## src/rtl/i2c_req_arbiter_if.sv

```systemverilog
// Signal bundle linking N_REQ client blocks and one shared I2C driver to the arbiter.
// Ports: slave = arbiter view (req_*/drv_rdata/drv_busy in; grant/done/err/rdata/drv_* out);
//        master = client + driver view (mirror of slave).
interface i2c_req_arbiter_if #(
    parameter int N_REQ = 4
) ();
    logic [N_REQ-1:0]   req;
    logic [N_REQ-1:0]   req_rw;
    logic [7*N_REQ-1:0] req_addr;
    logic [8*N_REQ-1:0] req_wdata;
    logic [N_REQ-1:0]   grant;
    logic [N_REQ-1:0]   done;
    logic [N_REQ-1:0]   err;
    logic [7:0]         rdata;
    logic               drv_start;
    logic               drv_rw;
    logic [6:0]         drv_addr;
    logic [7:0]         drv_wdata;
    logic               drv_abort;
    logic [7:0]         drv_rdata;
    logic               drv_busy;

    modport slave (
        input  req, req_rw, req_addr, req_wdata, drv_rdata, drv_busy,
        output grant, done, err, rdata,
        output drv_start, drv_rw, drv_addr, drv_wdata, drv_abort
    );

    modport master (
        output req, req_rw, req_addr, req_wdata, drv_rdata, drv_busy,
        input  grant, done, err, rdata,
        input  drv_start, drv_rw, drv_addr, drv_wdata, drv_abort
    );
endinterface

```

## src/rtl/i2c_req_arbiter.sv

```systemverilog
// Round-robin arbiter sharing one I2C driver between N_REQ clients, with launch/transfer timeouts.
// Ports: clk, rst_n (async active-low), bus (i2c_req_arbiter_if.slave: client requests + driver link).
module i2c_req_arbiter #(
    parameter int N_REQ      = 4,
    parameter int LAUNCH_TMO = 1024,
    parameter int XFER_TMO   = 65535,
    parameter int CNT_W      = 16
) (
    input logic              clk,
    input logic              rst_n,
    i2c_req_arbiter_if.slave bus
);
    localparam int PTR_W = (N_REQ > 1) ? $clog2(N_REQ) : 1;
    localparam logic [CNT_W-1:0] LAUNCH_LAST = CNT_W'(LAUNCH_TMO - 1);
    localparam logic [CNT_W-1:0] XFER_LAST   = CNT_W'(XFER_TMO - 1);

    typedef enum logic [1:0] {
        IDLE,
        LAUNCH,
        WAIT_DONE,
        COMPLETE
    } state_t;

    state_t             state;
    state_t             state_nxt;
    logic               start;
    logic               found;
    logic [PTR_W-1:0]   idx;
    logic [PTR_W-1:0]   pick;
    logic [PTR_W-1:0]   rr;
    logic [PTR_W-1:0]   owner;
    logic [CNT_W-1:0]   cnt;
    logic [N_REQ-1:0]   grant_q;
    logic [N_REQ-1:0]   done_q;
    logic [N_REQ-1:0]   err_q;
    logic [7:0]         rdata_q;
    logic               rw_q;
    logic [6:0]         addr_q;
    logic [7:0]         wdata_q;
    logic               abort_q;

    assign bus.grant     = grant_q;
    assign bus.done      = done_q;
    assign bus.err       = err_q;
    assign bus.rdata     = rdata_q;
    assign bus.drv_start = start;
    assign bus.drv_rw    = rw_q;
    assign bus.drv_addr  = addr_q;
    assign bus.drv_wdata = wdata_q;
    assign bus.drv_abort = abort_q;

    // First requester at or above the rr pointer, wrapping around.
    always_comb begin
        idx   = '0;
        pick  = '0;
        found = 1'b0;
        for (int i = 0; i < N_REQ; i++) begin
            idx = PTR_W'((int'(rr) + i) % N_REQ);
            if (!found && bus.req[idx]) begin
                found = 1'b1;
                pick  = idx;
            end
        end
    end

    always_ff @(posedge clk or negedge rst_n) begin
        if (!rst_n) begin
            state <= IDLE;
        end else begin
            state <= state_nxt;
        end
    end

    // Busy wins over a timeout landing in the same cycle.
    always_comb begin
        state_nxt = state;
        start     = 1'b0;
        unique case (state)
            IDLE: begin
                if (found && !bus.drv_busy) state_nxt = LAUNCH;
            end
            LAUNCH: begin
                start = 1'b1;
                if (bus.drv_busy)             state_nxt = WAIT_DONE;
                else if (cnt == LAUNCH_LAST)  state_nxt = COMPLETE;
            end
            WAIT_DONE: begin
                if (!bus.drv_busy || cnt == XFER_LAST) state_nxt = COMPLETE;
            end
            COMPLETE: begin
                state_nxt = IDLE;
            end
            default: begin
                state_nxt = IDLE;
            end
        endcase
    end

    // Completion status is registered on entry to COMPLETE so it is
    // visible for exactly the COMPLETE cycle.
    always_ff @(posedge clk or negedge rst_n) begin
        if (!rst_n) begin
            cnt     <= '0;
            rr      <= '0;
            owner   <= '0;
            grant_q <= '0;
            done_q  <= '0;
            err_q   <= '0;
            rdata_q <= '0;
            rw_q    <= 1'b0;
            addr_q  <= '0;
            wdata_q <= '0;
            abort_q <= 1'b0;
        end else begin
            done_q  <= '0;
            err_q   <= '0;
            abort_q <= 1'b0;
            if (state_nxt != state) begin
                cnt <= '0;
            end else if (cnt != {CNT_W{1'b1}}) begin
                cnt <= cnt + 1'b1;
            end
            unique case (state)
                IDLE: begin
                    if (state_nxt == LAUNCH) begin
                        owner   <= pick;
                        grant_q <= N_REQ'(1) << pick;
                        rw_q    <= bus.req_rw[pick];
                        addr_q  <= bus.req_addr[7*int'(pick) +: 7];
                        wdata_q <= bus.req_wdata[8*int'(pick) +: 8];
                    end
                end
                LAUNCH: begin
                    if (state_nxt == COMPLETE) begin
                        done_q <= grant_q;
                        err_q  <= grant_q;
                    end
                end
                WAIT_DONE: begin
                    if (state_nxt == COMPLETE) begin
                        done_q <= grant_q;
                        if (bus.drv_busy) begin
                            err_q   <= grant_q;
                            abort_q <= 1'b1;
                        end else if (rw_q) begin
                            rdata_q <= bus.drv_rdata;
                        end
                    end
                end
                COMPLETE: begin
                    grant_q <= '0;
                    rr      <= (int'(owner) == N_REQ - 1) ? '0 : owner + 1'b1;
                end
                default: begin
                    grant_q <= '0;
                end
            endcase
        end
    end
endmodule

```

## src/flat_wrapper.sv

```systemverilog
// flat-port wrapper written by rule: the top's interface ports become plain ports
module i2c_req_arbiter_flat 
#(
    parameter int N_REQ      = 4,
    parameter int LAUNCH_TMO = 1024,
    parameter int XFER_TMO   = 65535,
    parameter int CNT_W      = 16
)
  (clk, rst_n, bus_req, bus_req_rw, bus_req_addr, bus_req_wdata, bus_drv_rdata, bus_drv_busy, bus_grant, bus_done, bus_err, bus_rdata, bus_drv_start, bus_drv_rw, bus_drv_addr, bus_drv_wdata, bus_drv_abort);
  i2c_req_arbiter_if #(.N_REQ(N_REQ)) bus_i ();
  input logic clk;
  input logic rst_n;
  input wire logic [$bits(bus_i.req)-1:0] bus_req;
  input wire logic [$bits(bus_i.req_rw)-1:0] bus_req_rw;
  input wire logic [$bits(bus_i.req_addr)-1:0] bus_req_addr;
  input wire logic [$bits(bus_i.req_wdata)-1:0] bus_req_wdata;
  input wire logic [$bits(bus_i.drv_rdata)-1:0] bus_drv_rdata;
  input wire logic [$bits(bus_i.drv_busy)-1:0] bus_drv_busy;
  output wire logic [$bits(bus_i.grant)-1:0] bus_grant;
  output wire logic [$bits(bus_i.done)-1:0] bus_done;
  output wire logic [$bits(bus_i.err)-1:0] bus_err;
  output wire logic [$bits(bus_i.rdata)-1:0] bus_rdata;
  output wire logic [$bits(bus_i.drv_start)-1:0] bus_drv_start;
  output wire logic [$bits(bus_i.drv_rw)-1:0] bus_drv_rw;
  output wire logic [$bits(bus_i.drv_addr)-1:0] bus_drv_addr;
  output wire logic [$bits(bus_i.drv_wdata)-1:0] bus_drv_wdata;
  output wire logic [$bits(bus_i.drv_abort)-1:0] bus_drv_abort;
  assign bus_i.req = bus_req;
  assign bus_i.req_rw = bus_req_rw;
  assign bus_i.req_addr = bus_req_addr;
  assign bus_i.req_wdata = bus_req_wdata;
  assign bus_i.drv_rdata = bus_drv_rdata;
  assign bus_i.drv_busy = bus_drv_busy;
  assign bus_grant = bus_i.grant;
  assign bus_done = bus_i.done;
  assign bus_err = bus_i.err;
  assign bus_rdata = bus_i.rdata;
  assign bus_drv_start = bus_i.drv_start;
  assign bus_drv_rw = bus_i.drv_rw;
  assign bus_drv_addr = bus_i.drv_addr;
  assign bus_drv_wdata = bus_i.drv_wdata;
  assign bus_drv_abort = bus_i.drv_abort;
  i2c_req_arbiter #(.N_REQ(N_REQ), .LAUNCH_TMO(LAUNCH_TMO), .XFER_TMO(XFER_TMO), .CNT_W(CNT_W)) u_core (.clk(clk), .rst_n(rst_n), .bus(bus_i));
endmodule
```

## config.mk

```make
export PLATFORM = sky130hd
export DESIGN_NAME = i2c_req_arbiter_flat
export DESIGN_NICKNAME = d
export VERILOG_FILES = /design/src/rtl/i2c_req_arbiter_if.sv /design/src/rtl/i2c_req_arbiter.sv /design/src/flat_wrapper.sv
export SDC_FILE = /design/constraint.sdc
export NUM_CORES = 1
export LEC_CHECK = 0
export BUFFER_PORTS_ARGS = -buffer_cell sky130_fd_sc_hd__buf_4
export CORE_ASPECT_RATIO = 1.75
export CORE_MARGIN = 4
export CORE_UTILIZATION = 33
export DETAILED_ROUTE_END_ITERATION = 6
export GPL_TIMING_DRIVEN = 0
export HOLD_SLACK_MARGIN = 0.02
export MAX_ROUTING_LAYER = met4
export PLACE_DENSITY = 0.64
export SLEW_MARGIN = 10
export SYNTH_ARGS = -nofsm -noshare
export SYNTH_HDL_FRONTEND = slang
export SYNTH_SLANG_ARGS = --single-unit
```

## constraint.sdc

```tcl
create_clock -name clk -period 2.5 [get_ports clk]
set_input_delay 0.5 -clock clk [delete_from_list [all_inputs] [get_ports clk]]
set_output_delay 0.5 -clock clk [all_outputs]
set_load 0.02 [all_outputs]
```

==> impl_results.md <==
- IO Port Bufs: 116
- Root Buffer: clkbuf_16
- Cell Chain, Critical Path: or4bb_1, or4_4, o32ai_4, nand4_4, mux2_4
- Drt total wl: 9290 um
- Synthesized flop and latch total: 59
- Hold Path Class: in2async
- Count leader, synth: dfrtp_1
- P&R area growth vs syn: 45.8%
- Initial Utilization: 33.7%
- Status: finished, final reports clean
- Die Height: 138 um
- Clock Sinks: 59
- Die X: 82.3 um
- CTS max path bufs: 2
- Setup violators final: 0
- Num ports: 117
- Die ar.: 0.0114 mm2
- CP Capture Type: flip-flop
- Post-DP HPWL: 7130 um
- TritonCTS Buffers: 9
- Largest net degree at the start of global routing: 60
- Max incr delay on CP: 530 ps
- CTS tree: done
- Worst EP required: 2700 ps
- Initial antenna violation count: 0
- Slack of the critical path: 112 ps
- Inserted Diodes: 0
- CP Launch Type: flip-flop
- Vias in the first global route: 3021
- RSZ-0062 raised after global routing: yes
- CP arrival: 2590 ps
- FFs w/ async S/R, synth: 100%
- CP max-delay cell: or4_4
- Crit path from: u_core.cnt[8]
- GR Util All Layers: 17.9%
- DRT iter0 DRCs: 118
- First-pass GRT wire length: 15100 um
- Static leakage: 0.00225 uW
- Layout Skew: 5.79 ps
- Reg-to-reg startpoint: u_core.cnt[8]
- WL/cell: 16.4 um
- Htree depth: 3
- Worst-Margin Slew: 819 ps
- Cells on worst reg2reg path: 5
- Vias: 2895
- Register area share after synthesis: 46.3%
- CP Capture Point: u_core.bus.rdata[2]
- Hold buffers post-CTS: 0
- Library cells used by synthesis: 47
- Layout cell share with drive strength beyond 1: 36.2%
- Syn nets: 398
- Row cnt: 47
- Max cap viols: 0
- Crit-path max FO: 8
- DR DRC count: 0
- Fmax: 419 MHz
- GP Congestion: 0.882
- Crit Path Class: reg2reg
- Top-area cell type share of the netlist area: 46.3%
- Setup WS pre-CTS: -530 ps
- Grt ovf: 0
- Slew Limit Fails: 0
- R2R setup slack: 110 ps
- Top FF cell, synth: dfrtp_1
- EDFF count, synth: 0
- Post-route ant nets: 0
- Worst skew pair latency: 320 ps
- Power per Cell Area: 1130 mW/mm2
- Main area contributors after synthesis: dfrtp_1, mux2i_1, o221ai_1
- Core box area: 0.00947 mm2
- DRT Pass-1 Iters: 4
- Period utilisation layout: 95.5%
- Dominant cell type by area after synthesis: dfrtp_1
- Yosys warns: 0
- Hold Violations, Final: 0
- Fin Setup TNS: 0 ps
- Final min period: 2390 ps
- Relative slew slack: 44.9%
- Mean Syn Cell Area: 10.3 um2
- Reg-to-reg endpoint: u_core.bus.rdata[2]
- CTS clk-pin slew, worst paths: 50 ps
- Drt via density: 5.11
- Mapped Area: 0.00319 mm2
- Synth top cells by count: dfrtp_1, mux2i_1, nand2_1, nor3_1, nor2_1
- Layout Nets: 527
- Max VDD drop: 0.474 mV
- Mapped Cells: 311
## sequential cells by signal, summed over array words and instances, names as in the netlist
register	flops
u_core.state	2
u_core.rr	2
u_core.bus.err	4
u_core.bus.drv_rw	1
u_core.bus.grant	4
u_core.cnt	16
u_core.bus.drv_addr	7
u_core.owner	2
u_core.bus.drv_wdata	8
u_core.bus.drv_abort	1
u_core.bus.done	4
u_core.bus.rdata	8
## logic make-up (layout without fill, tap and decap cells)
kind of cell	Yosys count	in the layout	synth area share [%]
AO/OA/AOI/OAI	54	54	13.6
XOR/XNOR	14	14	3.84
adder cells (fa/ha/maj)	8	8	3.14
buffers and inverters	29	163	3.49
flip-flops	59	59	46.3
multiplexers	40	40	12.9
AND/OR/NAND/NOR	107	107	16.7
## area by class of cell
class	instances	area [um2]
tap	122	153
fill	897	4810
clock buffer	12	267
inverter	14	52.6
sequential	59	1480
clock inverter	4	95.1
timing repair buffer	120	901
multi-input combinational	223	1650
buffer	13	56.3
## worst min-delay path by stage
stage,endpoint,slack (ps),depth (start not counted)
finish,u_core.bus.rdata[5],230,1
detailed placement,u_core.bus.drv_wdata[3],480,2
CTS,u_core.bus.rdata[5],280,1
global placement,u_core.bus.drv_addr[1],470,2
floorplan,u_core.bus.done[0],200,0
global route,u_core.bus.rdata[5],320,1
## power by group
group | internal (uW) | switching (uW)
Combinational | 1000 | 1360
Clock | 1050 | 421
Sequential | 1230 | 197
Total | 3280 | 1980
## through the flow
step / std cells / utilization (%) / area [um2] / power, uW / hold slack [ps]
after floorplan: 311 / - / 3190 / 2880 / 204
after global placement: 549 / 44.5 / 4210 / 3660 / 470
after detailed placement: 549 / 44.5 / 4210 / 3710 / 478
after CTS: 567 / 48.8 / 4620 / 5270 / 282
after global routing: 567 / 49.1 / 4650 / 5610 / 321
final: 567 / 49.1 / 4650 / 5260 / 230
## worst max-delay path, delay by kind of cell (launching register included)
kind | cells | cell delay [ps]
flops | 1 | 420
compound gates | 1 | 190
mux | 1 | 360
simple gates | 3 | 1280
## metal layers
metal	up-vias	global-route usage (%)	wire, um
met1	1415	18.3	3360
met4	0	7.18	138
met3	9	4.04	500
li1	1409	-	-
met2	62	31.6	5300
met5	-	-	0
## layout by cell type, fill, tap and decap left out, types with 2 or more instances in the layout
master / netlist / routed
clkbuf_16: 0 / 9
o221ai_1: 16 / 16
a21oi_1: 5 / 5
mux2_2: 8 / 7
and3_1: 2 / 2
ha_1: 8 / 7
bufinv_16: 0 / 3
nand2_1: 27 / 27
mux2i_1: 32 / 32
o21ai_0: 8 / 8
a2bb2oi_1: 2 / 2
nor4_1: 6 / 5
buf_4: 0 / 120
inv_1: 14 / 13
clkbuf_8: 0 / 3
xnor2_1: 13 / 13
clkbuf_1: 10 / 6
nor2b_1: 4 / 4
buf_2: 2 / 3
nand4_1: 3 / 3
o211ai_1: 4 / 4
o22ai_1: 2 / 2
dfrtp_1: 59 / 58
nand3_1: 12 / 12
o31ai_1: 4 / 4
buf_1: 3 / 3
nor2_1: 20 / 20
nor3_1: 24 / 23
## timing repair
| action | CTS | global route |
|---|---|---|
| cloned | 0 | 0 |
| pin swaps | 2 | 3 |
| buffers inserted | 3 | 1 |
| resized for setup | 7 | 8 |
| setup endpoints to repair | 31 | 32 |
Power figures use the tool's default switching activity.
